==> src/rtl/snake_pkg.sv <==
// snake_pkg: shared types and grid defaults for the SPI command controller
package snake_pkg;
    localparam int GRID_W_DEF = 32;
    localparam int GRID_H_DEF = 24;
    typedef enum logic [3:0] {
        OP_NOP        = 4'h0,
        OP_WRITE_TILE = 4'h1,
        OP_CLEAR      = 4'h2,
        OP_SET_SCORE  = 4'h3
    } opcode_t;
    typedef enum logic [1:0] {
        S_IDLE,
        S_DECODE,
        S_WRITE,
        S_CLEAR
    } state_t;
    typedef struct packed {
        logic [7:0] command;
        logic [7:0] databyte1;
        logic [7:0] databyte2;
    } frame_t;
endpackage

==> src/rtl/spi_cmd_ctrl_sync_fall.sv <==
// sync_fall: two-flop synchronizer with a falling-edge pulse on the synchronized level
module sync_fall (
    input  logic clk,
    input  logic nreset,
    input  logic d,
    output logic fall
);
    logic [2:0] sr;
    always_ff @(posedge clk)
        if (!nreset) sr <= '0;
        else sr <= {sr[1:0], d};
    assign fall = sr[2] & ~sr[1];
endmodule

==> src/rtl/spi_cmd_ctrl.sv <==
// spi_cmd_ctrl: decodes synchronized SPI frames into framebuffer writes with one frame of buffering
module spi_cmd_ctrl import snake_pkg::*; #(
    parameter int GRID_W = GRID_W_DEF,
    parameter int GRID_H = GRID_H_DEF,
    parameter int ADDR_W = 10
) (
    input  logic              clk,
    input  logic              nreset,
    input  logic              cs,
    input  logic [7:0]        command,
    input  logic [7:0]        databyte1,
    input  logic [7:0]        databyte2,
    output logic              wr_valid,
    input  logic              wr_ready,
    output logic [ADDR_W-1:0] wr_addr,
    output logic [3:0]        wr_data,
    output logic [15:0]       score,
    output logic              busy,
    output logic              overrun,
    output logic [7:0]        bad_cmd_count
);
    localparam int N_TILES = GRID_W * GRID_H;
    logic ev, pend_v, accept, last, bad;
    logic [3:0] op;
    frame_t cur, pend, incoming;
    state_t state, state_nx;
    sync_fall u_sync (.clk(clk), .nreset(nreset), .d(cs), .fall(ev));
    assign incoming = {command, databyte1, databyte2};
    assign op       = cur.command[7:4];
    assign accept   = wr_valid && wr_ready;
    assign last     = wr_addr == ADDR_W'(N_TILES - 1);
    assign bad      = op > OP_SET_SCORE || (op == OP_WRITE_TILE &&
                      (int'(cur.databyte1) >= GRID_W || int'(cur.databyte2) >= GRID_H));
    assign busy     = state != S_IDLE || pend_v;
    always_ff @(posedge clk)
        if (!nreset) state <= S_IDLE;
        else state <= state_nx;
    always_comb begin
        state_nx = state;
        case (state)
            S_IDLE:   if (pend_v || ev) state_nx = S_DECODE;
            S_DECODE: state_nx = bad ? S_IDLE : op == OP_WRITE_TILE ? S_WRITE :
                                 op == OP_CLEAR ? S_CLEAR : S_IDLE;
            S_WRITE:  if (accept) state_nx = S_IDLE;
            S_CLEAR:  if (accept && last) state_nx = S_IDLE;
            default:  state_nx = S_IDLE;
        endcase
    end
    always_ff @(posedge clk)
        if (!nreset) begin
            cur           <= '0;
            pend          <= '0;
            pend_v        <= 1'b0;
            overrun       <= 1'b0;
            wr_valid      <= 1'b0;
            wr_addr       <= '0;
            wr_data       <= '0;
            score         <= '0;
            bad_cmd_count <= '0;
        end else begin
            if (state == S_IDLE && (pend_v || ev)) cur <= pend_v ? pend : incoming;
            // a held frame is consumed in IDLE, so a new arrival then refills it
            if (ev && (state != S_IDLE || pend_v)) begin
                if (state != S_IDLE && pend_v) overrun <= 1'b1;
                else begin
                    pend   <= incoming;
                    pend_v <= 1'b1;
                end
            end else if (state == S_IDLE) pend_v <= 1'b0;
            if (state == S_DECODE) begin
                if (bad && bad_cmd_count != 8'hff) bad_cmd_count <= bad_cmd_count + 8'd1;
                if (!bad && op == OP_SET_SCORE) score <= {cur.databyte1, cur.databyte2};
                wr_addr <= op == OP_CLEAR ? '0 :
                           ADDR_W'(cur.databyte2) * ADDR_W'(GRID_W) + ADDR_W'(cur.databyte1);
                wr_data <= cur.command[3:0];
            end else if (state == S_CLEAR && accept) wr_addr <= wr_addr + ADDR_W'(1);
            wr_valid <= (state == S_WRITE && !accept) || (state == S_CLEAR && !(accept && last));
        end
endmodule

==> config.mk <==
export PLATFORM = sky130hd
export DESIGN_NAME = spi_cmd_ctrl
export DESIGN_NICKNAME = d
export VERILOG_FILES = /design/src/rtl/snake_pkg.sv /design/src/rtl/spi_cmd_ctrl_sync_fall.sv /design/src/rtl/spi_cmd_ctrl.sv
export SDC_FILE = /design/constraint.sdc
export NUM_CORES = 1
export LEC_CHECK = 0
export CORE_ASPECT_RATIO = 0.9
export CORE_MARGIN = 4
export CORE_UTILIZATION = 48
export DETAILED_ROUTE_END_ITERATION = 8
export GPL_TIMING_DRIVEN = 0
export PLACE_DENSITY = 0.76
export SLEW_MARGIN = 20
export SYNTH_ARGS = -nofsm -noshare
export SYNTH_HDL_FRONTEND = slang
export SYNTH_SLANG_ARGS = --single-unit
==> constraint.sdc <==
create_clock -name clk -period 1.9 [get_ports clk]
set_clock_uncertainty 0.05 [all_clocks]
set_input_delay 0.57 -clock clk [delete_from_list [all_inputs] [get_ports clk]]
set_output_delay 0.57 -clock clk [all_outputs]
set_load 0.01 [all_outputs]
==> results of run 1 <==
[registers in the layout, indices dropped and copies added, names as in the netlist]
| signal | count |
|---|---|
| cur | 24 |
| pend | 24 |
| score | 16 |
| wr_addr | 10 |
| bad_cmd_count | 8 |
| wr_data | 4 |
| u_sync.sr | 3 |
| state | 2 |
| overrun | 1 |
| pend_v | 1 |
| wr_valid | 1 |
[metal layers]
metal,up-vias,share of wire [%],track usage [%]
met5,-,0,0
met4,0,1.9,7.432
met1,1781,46,28.06
met2,145,46,34.29
li1,1896,-,-
met3,18,6.4,4.762
[worst max-delay path: stages (launching register included)]
cell and delay [ns]:
dfxtp_2 0.33, buf_6 0.13, or3_4 0.39, buf_6 0.13
[cell usage in the layout (no fill, tap or decap), types with 5 or more instances in the layout]
cell type / synthesis / routed
a21oi_1: 61 / 58
nor2b_1: 7 / 7
nor2_1: 29 / 29
inv_1: 10 / 10
o21ai_0: 16 / 15
nand4_1: 5 / 5
nand3_1: 8 / 8
a211oi_1: 26 / 26
nand2_1: 96 / 96
a31oi_1: 6 / 6
buf_4: 0 / 6
dfxtp_2: 0 / 12
o31ai_1: 5 / 5
dlymetal6s2s_1: 0 / 14
dlygate4sd2_1: 0 / 17
mux2i_1: 27 / 27
clkbuf_2: 0 / 5
and4_1: 5 / 5
clkdlybuf4s50_1: 0 / 36
buf_2: 15 / 16
nor4_1: 8 / 5
clkbuf_8: 0 / 11
and2_1: 7 / 7
clkbuf_1: 17 / 10
dfxtp_1: 94 / 80
[report_power, final]
part	internal, mW	switching [mW]
combinational	0.108	0.134
clock	0.674	0.664
sequential	1.99	0.0245
[metrics by stage]
stage | total power [mW] | setup slack, ns | utilization, % | TNS (ns) | cell area (um2)
floorplan | 2.172 | 0.05525 | - | 0 | 4104
global placement | 2.286 | -0.4559 | 60.22 | -21.05 | 4928
detailed placement | 2.292 | -0.5040 | 60.22 | -23.58 | 4928
CTS | 3.608 | -0.07529 | 63.06 | -0.07529 | 5161
global route | 3.730 | -0.1028 | 64.91 | -0.1786 | 5313
finish | 3.594 | -0.06376 | 64.91 | -0.06376 | 5313
[cells by family after synthesis]
family | count (synthesis)
AO/OA/AOI/OAI | 128
adder cells (fa/ha/maj) | 6
buffers and inverters | 44
flip-flops | 94
multiplexers | 28
AND/OR/NAND/NOR | 190
[path summary, 6_finish.rpt]
path               startpoint               end  slack [ns]  depth (start not counted)
min reg2reg      u_sync.sr[0]      u_sync.sr[1]        0.40                          1
max reg2reg  bad_cmd_count[1]  bad_cmd_count[3]        0.02                          5
max                  state[0]              busy       -0.06                          3
min              u_sync.sr[0]      u_sync.sr[1]        0.40                          1
[timing repair]
item	in CTS	in global routing
hold endpoints to repair	0	0
pin swaps	2	8
gates resized for setup	46	38
buffers inserted	0	6
hold buffers	0	0
gates cloned	0	1
setup endpoints to repair	60	43
[final cells by class]
type	count	area [um2]	area share, %
Tap cell	115	143.9	2.708
Inverter	10	37.54	0.7065
Multi-Input combinational cell	352	2122	39.94
Timing Repair Buffer	75	745.7	14.04
Clock inverter	3	43.79	0.8243
Clock buffer	12	155.1	2.920
Buffer	32	160.2	3.015
Sequential cell	94	1904	35.85
==> summary.md, run 1 <==
| Metric | Value |
|---|---|
| Worst-path clk slew | ~0.080 ns |
| Post-synthesis sequential area ratio | between 40% and 50% |
| Worst setup margin | -0.06376 ns |
| Vias per inst | 5.541 |
| Unrepaired setup endpoints after global routing | yes |
| Overflow after GRT | 0 |
| Gp weighted congestion | a little under 0.9 |
| Die height | between 90 and 100 um |
| Power Dens Cells | between 600 and 700 mW/mm2 |
| Max Fclk | 509.2 MHz |
| Post-synthesis adder-cell area fraction | between 2 and 2.5% |
| Final-stage net count | between 600 and 700 |
| Share of post-route cells with drive strength above 1 | about an eighth |
| Area of the core | roughly 0.008 mm2 |
| Synth area leaders | dfxtp_1 46%, nand2_1 8.8%, a21oi_1 7.4% |
| Final Max Slew Viols | 0 |
| Fillers | 701 |
| Top-area cell type share of the netlist area | a little under half |
| Max Root-Sink Buffers | 2 |
| Proportion of synthesized area in mux cells | ~6.9% |
| Slew @ Worst Pin | 0.6465 ns |
| Layout Cells excl Fill | 693 |
| Final hold vios | 0 |
| Tcrit/Tclk final | 103.4% |
| Synth Area in Compound Gates | between 10% and 20% |
| FP Rows | 31 |
| CTS tree | built |
| Diodes inserted | 0 |
| First-pass GRT wire length | 17.17 mm |
| Number of global-route vias before repair | 3566 |
| Worst-Skew Late Latency | ~0.36 ns |
| Initial antenna violation count | 0 |
| Outcome | finished with violations |
| Failing checks | negative setup slack |
| Count of max-cap constraint violations | 0 |
| Lkg Pwr | 2.057 nW |
| Routed via count | about 3800 |
| CP Launch Type | flip-flop |
| Cells after Synth | 490 |
| Final hold slack | 0.3987 ns |
| Combinational family with the most area after synthesis | simple AND/OR/NAND/NOR gates |
| Post-Synth XOR/XNOR Area | 0% |
| CTS H-tree lvls | 3 |
| # IOs | approximately 70 |
| # clock sinks | between 90 and 100 |
| Critical Path Fanout Max | 7 |
| Crit end category | primary output |
| Class of the worst hold path | flip-flop to flip-flop |
| CP required | around 1.3 ns |
| Simple-Gate Fraction of Synth Area | about 22% |
| Placed Instances | 673 |
| Die area | a little over 0.01 mm2 |
| Worst vdd ir | 0.0003574 V |
| WL final | 10.58 mm |
| Syn nets | between 500 and 600 |
| Clock root buffer | clkbuf_8 |
| Most frequent cell after synthesis | nand2_1 |
| Max-slew headroom | between 50% and 60% |
| GRT Util Overall | 21.17% |
| #FFs+latches synth | 94 |
| WP data arrival | 1.34 ns |
| Post-synth EDFFs | 0 |
| TritonCTS Buffers | 9 |
| # port buffers | 68 |
| Initial Utilization | around 50% |
| DP HPWL | 7.766 mm |
| Pre-antenna DRT Iters | 5 |
| Remaining DRCs | 0 |
| Routed len/inst | 15.26 um |
| Syn Area/Cell | between 8 and 9 um2 |
| Mapped Area | approximately 0.004 mm2 |
| Async set or reset register ratio after synthesis | 0% |
| Post-synth top cells | 96 x nand2_1, 94 x dfxtp_1, 61 x a21oi_1 |
| Top FF cell, synth | dfxtp_1 |
| Antenna-violating nets left | 0 |
| Yosys cell types | 42 |
| Die Span X | between 100 and 150 um |
| Tmin final | 1.964 ns |
| Post-synth top area cell | dfxtp_1 |
| Layout area overhead | 29.45% |
| Setup violations, final | 1 |
| Iter 0 DRT Violations | ~160 |
| CP Class | flip-flop to primary output |
| Ys Warns | 0 |
| Largest net degree at the start of global routing | 15 |
(Power assumes the default switching activity.)
==> run 2, diff against run 1 <==
--- a/config.mk
+++ b/config.mk
@@ -11,7 +11,6 @@
 export DETAILED_ROUTE_END_ITERATION = 8
 export GPL_TIMING_DRIVEN = 0
 export PLACE_DENSITY = 0.76
-export SLEW_MARGIN = 20
 export SYNTH_ARGS = -nofsm -noshare
 export SYNTH_HDL_FRONTEND = slang
 export SYNTH_SLANG_ARGS = --single-unit
==> results of run 2 <==
The final DEF is identical to that of run 1; final timing and power are the same.
==> run 3, diff against run 2 <==
--- a/config.mk
+++ b/config.mk
@@ -5,6 +5,7 @@
 export SDC_FILE = /design/constraint.sdc
 export NUM_CORES = 1
 export LEC_CHECK = 0
+export ABC_AREA = 1
 export CORE_ASPECT_RATIO = 0.9
 export CORE_MARGIN = 4
 export CORE_UTILIZATION = 48
==> constraint.sdc (replaced) <==
create_clock -name clk -period 1.8 [get_ports clk]
set_clock_uncertainty 0.05 [all_clocks]
set_input_delay 0.54 -clock clk [delete_from_list [all_inputs] [get_ports clk]]
set_output_delay 0.54 -clock clk [all_outputs]
set_load 0.01 [all_outputs]
==> summary.md, run 3 <==
| Metric | Value |
|---|---|
| Net switching power | between 0.9 and 1 mW |
| Unrepaired setup endpoints after global routing | no |
| # port buffers | slightly below 70 |
| Setup violations, final | 0 |
| Area of the core | 0.008528 mm2 |
| # clock sinks | 94 |
| Worst-path clk slew | ~0.090 ns |
| GRT Util Overall | around a fifth |
| Slew @ Worst Pin | 0.5311 ns |
| Final instance area | approximately 0.0052 mm2 |
| Sequential Power Share | 57.3% |
| Syn Area/Cell | 7.239 um2 |
| CP peak stage delay | 0.31 ns |
| Largest net degree at the start of global routing | 20 |
| Mapped Area | 0.004184 mm2 |
| Synth area leaders | dfxtp_1 45%, nand2_1 10%, o21ai_0 9.9% |
| Iter 0 DRT Violations | approximately 180 |
| Min-delay src | u_sync.sr[0] |
| Largest registers | cur x24, pend x24, score x16 |
| Worst vdd ir | just over 0.0005 V |
| Sw Share | between 20% and 30% |
| Async set or reset register ratio after synthesis | 0% |
| Multi-input logic area | 0.001911 mm2 |
| TritonCTS Buffers | 9 |
| Most frequent cell after synthesis | nand2_1 |
| Class of the worst hold path | flip-flop to flip-flop |
| CP required | around 1.2 ns |
| Syn nets | between 600 and 700 |
| Tmin final | 1.738 ns |
| Routed len/inst | 13.52 um |
| Final hold vios | 0 |
| #FFs+latches synth | 94 |
| # IOs | 69 |
| Max-slew headroom | around 65% |
| Layout Cells excl Fill | 783 |
| CP cell instances | buf_6, nor2_4, nand2_2, buf_2 |
| CP Launch Type | flip-flop |
| Die Span X | 106.4 um |
| Routed via count | ~4000 |
| Overflow after GRT | 0 |
| P_int | between 2 and 3 mW |
| Tcrit/Tclk final | between 90 and 100% |
| Layout area overhead | 24.19% |
| Gate power share | under 10% |
| Crit end category | primary output |
| Pre-antenna DRT Iters | 5 |
| WP data arrival | ~1.2 ns |
| Ys Warns | 0 |
| Sequential cell area | between 0.0015 and 0.002 mm2 |
| Worst-Skew Late Latency | 0.35 ns |
| Placed Instances | 765 |
| Initial Utilization | 49.06% |
| Top FF cell, synth | dfxtp_1 |
| Number of global-route vias before repair | 3684 |
| Crit. Startpoint | state[1] |
| Post-synthesis sequential area ratio | between 40% and 50% |
| Diodes inserted | 0 |
| CTS H-tree lvls | 3 |
| Post-synth top area cell | dfxtp_1 |
| Post-synth top cells | 116 x nand2_1, 94 x dfxtp_1, 83 x o21ai_0 |
| Critical Path Slowest Stage Cell | dfxtp_1 |
| CP Class | flip-flop to primary output |
| Die height | between 90 and 100 um |
| DP HPWL | between 7 and 8 mm |
| Cells after Synth | 578 |
| Worst setup margin | 0.06190 ns |
| Hold_buf cts | 0 |
| Lkg Pwr | between 2 and 2.5 nW |
| Final-stage net count | between 600 and 700 |
| Top cell family by delay on the critical path | flip-flops |
| Final Max Slew Viols | 0 |
| Most frequent cells in the layout | 114 x nand2_1, 83 x o21ai_0, 80 x dfxtp_1, 62 x inv_1, 57 x a21oi_1 |
| FP Rows | 32 |
| Initial antenna violation count | 0 |
| Share of post-route cells with drive strength above 1 | 10.24% |
| Fin util | about 61% |
| Top-area cell type share of the netlist area | about 45% |
| Final hold slack | approximately 0.36 ns |
| Antenna-violating nets left | 0 |
| Clock root buffer | clkbuf_8 |
| R2R Path Start | cur[13] |
| Fillers | between 800 and 900 |
| CTS tree | built |
| Clock power share | ~34% |
| Vias per inst | between 5 and 6 |
| Power Dens Cells | slightly above 700 mW/mm2 |
| Remaining DRCs | 0 |
| First-pass GRT wire length | roughly 17 mm |
| Max Root-Sink Buffers | 2 |
| CP bufs+invs | 2 |
| Count of max-cap constraint violations | 0 |
| WL final | about 11 mm |
| Yosys cell types | 28 |
| Post-synth EDFFs | 0 |
| Die area | roughly 0.01 mm2 |
| Gp weighted congestion | roughly 0.84 |
| Max Fclk | about 580 MHz |
| Outcome | complete, no violations |
| Dpl ws | -0.3926 ns |
| Commonest non-fill, non-tap cell in the layout | nand2_1 |
| Critical Path Fanout Max | 8 |
| Post-placement cell area | between 0.005 and 0.006 mm2 |
[run 3: cell count changes after synthesis, sizes merged, moves of 22 or more]
cell and delta:
nand2 +22, inv +57, a211oi -26, nand3 +22, o21ai +70, mux2i -27, nor2 +25
[run 3: area by class of cell]
type | count | area share, %
Sequential cell | 94 | 36.60
Multi-Input combinational cell | 388 | 36.77
Buffer | 28 | 3.034
Inverter | 67 | 4.840
Clock buffer | 11 | 2.721
Tap cell | 119 | 2.865
Clock inverter | 5 | 0.6501
Timing Repair Buffer | 71 | 12.52
[run 3: per-stage QoR]
step	total power, mW	TNS (ns)
floorplan	2.375	0
global placement	2.534	-14.38
detailed placement	2.541	-16.42
CTS	3.780	-0.04789
global route	3.921	0
finish	3.765	0
[run 3: metal layers]
metal	up-vias	track usage, %	share of wire (%)
met5	-	0	0
met4	0	6.922	1.4
met3	15	4.585	7.2
met2	132	34.92	46
met1	1787	27.51	45
li1	2062	-	-
[run 3: cell families (layout without fill, tap and decap cells)]
logic type                 Yosys count  in the layout  share of synthesized area, %
DFF                                 94             94                         44.98
xor gates and xnor gates             5              5                         1.047
and+or+nand+nor                    209            209                         21.08
buffers and inverters               96            182                         9.808
AOI/OAI and AO/OA                  168            168                         21.11
adders and majority gates            6              6                         1.974
[run 3: timing repair]
item | in CTS | in global routing
setup buffers | 0 | 3
endpoints found under the setup margin | 44 | 11
pin swaps | 0 | 1
gates resized for setup | 56 | 12
[run 3: path summary, 6_finish.rpt]
kind                                     end  slack (ns)  cells past startpoint
worst min register to register  u_sync.sr[1]        0.36                      2
worst max-delay path                    busy        0.06                      4
worst max register to register    wr_addr[6]        0.17                      7
worst min-delay path            u_sync.sr[1]        0.36                      2
[run 3: power groups by stage]
| stage | Combinational [mW] | Sequential, mW | Clock [mW] |
|---|---|---|---|
| finish | 0.334 | 2.16 | 1.27 |
| global route | 0.373 | 2.17 | 1.38 |
| CTS | 0.325 | 2.16 | 1.30 |
| detailed placement | 0.334 | 2.21 | 0 |
| global placement | 0.328 | 2.21 | 0 |
| floorplan | 0.173 | 2.20 | 0 |
[run 3: worst register-to-register path, cell delays in order (launching register included)]
cell and delay [ns]:
dfxtp_4 0.37, ha_1 0.19, inv_1 0.07, fa_2 0.43, nand3b_1 0.16, nand2_1 0.07, nand2_1 0.06, a21oi_1 0.15
==> RTL edit 1: new RTL, config.mk and constraints of run 2 <==
Change the parameter `ADDR_W` from 10 to 11.
--- a/src/rtl/spi_cmd_ctrl.sv
+++ b/src/rtl/spi_cmd_ctrl.sv
@@ -3,5 +3,5 @@
     parameter int GRID_W = GRID_W_DEF,
     parameter int GRID_H = GRID_H_DEF,
-    parameter int ADDR_W = 10
+    parameter int ADDR_W = 11
 ) (
     input  logic              clk,
Ports: changed (resized wr_addr); port bits go from 69 to 70. The function was not compared with the original's and may differ.
==> RTL edit 1 against run 2 <==
The flow still finishes with violations (setup timing). Cell count decreased by 4.0%. Count of clock-buffer cells in the layout is 1 higher. Final area decreased by 1.5%. Synthesized cell count down 1.8%. Worst setup slack improved by 57 ps. Via count is 2.8% lower. Routed wire length rose by 2.7%. Total power up 0.99%. Utilization down 0.66 points. Synthesized area shrank 1.2%. Sequential cell count up 1. Combinational power shrank 9.9%. Largest cell class unchanged. Highest routed layer unchanged.
==> RTL edit 1: results (changes against run 2) <==
- Status: complete, but fails checks
- Failing checks: setup timing
- Slack of the critical path: -6.48 ps (+57.3 ps)
- Final wirelength: 10.9 mm (+2.7%)
- Final Setup Violations: 1 (unchanged)
- Drt initial violations: 243 (+49%)
- Pleak: 2.04 nW (-0.66%)
- Vias per cell: 5.61 (+1.3%)
- End of the worst register-to-register path: bad_cmd_count[7]
- Met2 WL: 5.19 mm (+6.4%)
- Dpl cell area: 4880 um2 (-1.1%)
- HPWL reported at the end of detailed placement: 7.89 mm (+1.6%)
- Fill count: 727 (+3.7%)
- Met1 WL: 4.98 mm (+3.4%)
- Final nets: 595 (-2.1%)
- DR WL met3: 560 um (-17%)
- Share of post-route cells with drive strength above 1: 13.4% (+0.28 points)
- Synth Instances: 481 (-1.8%)
- Hold Slack: 400 ps (+0.850 ps)
- Top cells by count, synth: nand2_1 (99), dfxtp_1 (95), a21oi_1 (54), nor2_1 (41), a211oi_1 (26)
- WP data arrival: 1290 ps (-50 ps)
- VDD IR-drop max: 0.000464 V (+30%)
- Number of global-route vias before repair: 3,581 (+0.42%)
- First-pass GRT wire length: 17.7 mm (+2.8%)
- Synth cell types: 48 (+14%)
- Post-synth net total: 515 (-1.7%)
- CP Max Fanout: 6 (-1)
- Post-Synth XOR/XNOR Area: 1.51% (+1.5 points)
- Cell Count, Final, Fillers Out: 665 (-4.0%)
- CP max stage delay: 420 ps (+30 ps)
- Placed insts: 648 (-3.7%)
- Synth Area in Compound Gates: 18.9% (+0.13 points)
- FF-to-FF setup slack: 90 ps (+70 ps)
[RTL edit 1: cell type report]
type                       instances  area, um2  area share [%]
tap                               99        124            2.37
buffer                            26        118            2.25
clock inverter                     3       40.0           0.765
timing repair buffer              74        734            14.0
multi-input combinational        350       2080            39.8
sequential                        95       1950            37.2
clock buffer                      13        169            3.23
inverter                           5       18.8           0.359
[RTL edit 1: worst max-delay path by stage]
stage | from | end | slack, ps | depth (start not counted)
2_1_floorplan | state[1] | bad_cmd_count[6] | 30 | 7
3_3_place_gp | wr_ready | wr_addr[3] | -360 | 6
3_5_place_dp | wr_ready | wr_addr[8] | -370 | 6
4_1_cts | wr_ready | wr_addr[8] | 3 | 6
5_1_grt | state[0] | busy | -40 | 2
6_report | state[0] | busy | -6 | 2
[RTL edit 1: worst max-delay path, delay by kind of cell (launching register included)]
kind / cells / cell delay (ps)
AND/OR/NAND/NOR: 1 / 420
flip-flops: 1 / 380
buffers and inverters: 1 / 140
[RTL edit 1: repair_timing]
action | 4_1_cts | 5_1_grt
setup endpoints to repair | 72 | 78
pin swaps | 4 | 3
setup buffers | 2 | 4
hold endpoints to repair | 0 | 0
gates resized for setup | 61 | 45
[RTL edit 1: stage by stage]
step / TNS, ps / setup WS, ps
floorplan: 0 / 34.3
global placement: -12410 / -363
detailed placement: -13330 / -367
CTS: 0 / 2.88
global route: -107 / -44.8
finish: -6.48 / -6.48
[RTL edit 1: report_power, final]
part / switching (mW) / total (mW) / internal [mW]
Combinational: 0.118 / 0.218 / 0.0998
Clock: 0.668 / 1.38 / 0.713
Sequential: 0.0250 / 2.03 / 2.01
Total: 0.811 / 3.63 / 2.82
[RTL edit 1: per-layer routing]
layer,up-vias,GRT usage (%)
met5,-,0
met4,0,5.68
met3,11,4.81
met2,104,37.3
met1,1762,29.3
li1,1856,-
==> RTL edit 2: new RTL, config.mk and constraints of run 2 <==
Made on the original files. Put one more register stage on the output `bad_cmd_count`, with the module's reset. The value now appears one clock later. The other outputs are not delayed to match.
--- a/src/rtl/spi_cmd_ctrl.sv
+++ b/src/rtl/spi_cmd_ctrl.sv
@@ -21,4 +21,6 @@
 );
     localparam int N_TILES = GRID_W * GRID_H;
+
+    logic [7:0] bad_cmd_count_s0;
     logic ev, pend_v, accept, last, bad;
     logic [3:0] op;
@@ -57,5 +59,5 @@
             wr_data       <= '0;
             score         <= '0;
-            bad_cmd_count <= '0;
+            bad_cmd_count_s0 <= '0;
         end else begin
             if (state == S_IDLE && (pend_v || ev)) cur <= pend_v ? pend : incoming;
@@ -69,5 +71,5 @@
             end else if (state == S_IDLE) pend_v <= 1'b0;
             if (state == S_DECODE) begin
-                if (bad && bad_cmd_count != 8'hff) bad_cmd_count <= bad_cmd_count + 8'd1;
+                if (bad && bad_cmd_count_s0 != 8'hff) bad_cmd_count_s0 <= bad_cmd_count_s0 + 8'd1;
                 if (!bad && op == OP_SET_SCORE) score <= {cur.databyte1, cur.databyte2};
                 wr_addr <= op == OP_CLEAR ? '0 :
@@ -77,4 +79,12 @@
             wr_valid <= (state == S_WRITE && !accept) || (state == S_CLEAR && !(accept && last));
         end
+    always_ff @(posedge clk) begin
+        if (!nreset) begin
+            bad_cmd_count <= '0;
+        end else begin
+            bad_cmd_count <= bad_cmd_count_s0;
+        end
+    end
+
 endmodule
 
Behaviour: not the same (Yosys sat finds a counterexample within 10 cycles, from zero or initial values and one cycle with nreset low).
==> RTL edit 2 against run 2 <==
Count of clock-buffer cells in the layout stayed put. Sequential cell count grew 8. Worst setup slack improved by 80 ps. Total power rose by 9.3%. Utilization fell by 3.1 points. Synthesized area up 9.8%. Final area increased by 6.2%. Routed wire length rose by 1.9%. Worst hold slack improved by 7.8 ps. Register-to-register slack better by 40 ps. Die area rose by 9.0%.
==> RTL edit 2: results (changes against run 2) <==
- Pre-CTS setup slack: -595 ps (-90.6 ps)
- # diodes: 0 (unchanged)
- R2R cell count: 5 (unchanged)
- Worst-path clk slew: 90 ps
- Final nets: 606 (-0.33%)
- Port Buffers: 68 (unchanged)
- Post-synth net total: 525 (+0.19%)
- Status: completed
- Final wirelength: 10.8 mm (+1.9%)
- Regs by FF count: cur x24, pend x24, score x16
- HP Start: u_sync.sr[0]
- Yosys warns: 0 (unchanged)
- WP data arrival: 1260 ps (-80 ps)
- CP Max Fanout: 3 (-4)
- Routability cong.: 0.853 (-2.4%)
- First-pass GRT wire length: 17.5 mm (+1.6%)
- Prevailing post-synth register cell: dfxtp_1
- Synth cell types: 55 (+31%)
- VDD IR-drop max: 0.000501 V (+40%)
- Gr usage total: 20.1% (-1.1 points)
- End of the worst register-to-register path: bad_cmd_count_s0[5]
- Hold path endpoint: u_sync.sr[1]
- Number of global-route vias before repair: 3,567 (+0.028%)
- Largest net degree at the start of global routing: 16 (+1)
- H-tree depth: 3 (unchanged)
- Slew margin rel.: 59.4% (+2.5 points)
- Vias per cell: 5.38 (-2.9%)
- Clk buf depth: 2 (unchanged)
- Drt initial violations: 186 (+14%)
- Min-Delay Path Class: register to register
- FF-to-FF setup slack: 60 ps (+40 ps)
- CTS root buf: clkbuf_8
- Drt pass-1 iters: 5 (unchanged)
- R2r startpoint: cur[6]
- Initial antenna violation count: 0 (unchanged)
- Pleak: 2.50 nW (+21%)
- Num CTS Buffers: 9 (unchanged)
- HPWL reported at the end of detailed placement: 8.04 mm (+3.6%)
- WHS Path Cells: 1 (unchanged)
- Ranking of synthesized cells by area: dfxtp_1 (45%), nand2_1 (10%), mux2i_1 (5.6%)
- Share of post-route cells with drive strength above 1: 12.0% (-1.2 points)
- Seq/Total Area, Yosys: 45.3% (-0.52 points)
- Top cells by count, synth: nand2_1 (125), dfxtp_1 (102), a21boi_1 (31), mux2i_1 (25), o211a_1 (25)
- Clk Latency, worst-skew pair: 360 ps (about the same)
- Ys async rst share: 0% (unchanged)
RTL edit 2: cell count changes after synthesis, sizes merged, moves of 8 or more:
| cell | delta |
|---|---|
| o21ai | -8 |
| a21oi | -55 |
| a21boi | +49 |
| nor2 | -20 |
| nand2 | +29 |
| dfxtp | +8 |
| o211a | +25 |
| a211oi | -25 |
| and2 | +8 |
RTL edit 2: timing repair:
item,in CTS,in global routing
endpoints found under the setup margin,66,25
gates resized for setup,34,22
gates cloned,0,0
hold buffers,0,0
pin swaps,1,1
buffers inserted,1,2
RTL edit 2: logic make-up after synthesis:
group / share of synthesized area (%)
xor gates and xnor gates: 0.972
DFF: 45.3
adders and majority gates: 1.83
buffers and inverters: 4.00
muxes: 6.81
and+or+nand+nor: 22.1
AOI/OAI and AO/OA: 18.9
RTL edit 2: per-layer routing:
layer | track usage, % | part of all wire [%]
met5 | 0 | 0
met3 | 4.76 | 7.1
met1 | 26.6 | 43
met2 | 33.4 | 49
met4 | 4.26 | 0.67
RTL edit 2: worst max-delay path, cell delays in order (launching register included):
cell	delay (ps)
dfxtp_4	370
or3_4	400
buf_6	140
RTL edit 2: final cells by class:
type                    instances  area, um2
clock buffers                  12        155
well taps                     122        153
multi-input cells             352       2310
plain buffers                  29        156
flip-flops and latches        102       2060
fillers                       821       3480
clock inverters                 3       67.6
inverters                       7       26.3
repair buffers                 71        714
RTL edit 2: worst max path at each step:
stage                     startpoint  cells after the start  slack [ps]         end
after floorplan              cur[13]                      6         240  wr_addr[6]
after global placement        nreset                      4        -550  wr_addr[8]
after detailed placement      nreset                      4        -590     pend[0]
after CTS                   state[0]                      2           6        busy
after global routing        state[0]                      2         -30        busy
final                       state[0]                      2          20        busy
RTL edit 2: power breakdown:
| group | internal (mW) | total, mW | switching [mW] | leakage [nW] |
|---|---|---|---|---|
| combinational | 0.119 | 0.231 | 0.112 | 1.56 |
| sequential | 2.16 | 2.18 | 0.0239 | 0.829 |
| clock | 0.808 | 1.52 | 0.708 | 0.109 |
RTL edit 2: through the flow:
step	cell area [um2]	std cells	hold slack (ps)	setup TNS, ps	power, mW
floorplan	4500	491	362	0	2.34
global placement	5340	681	390	-36390	2.46
detailed placement	5340	681	388	-37870	2.46
CTS	5570	696	408	0	3.95
global route	5640	698	423	-27.9	4.06
finish	5640	698	406	0	3.93
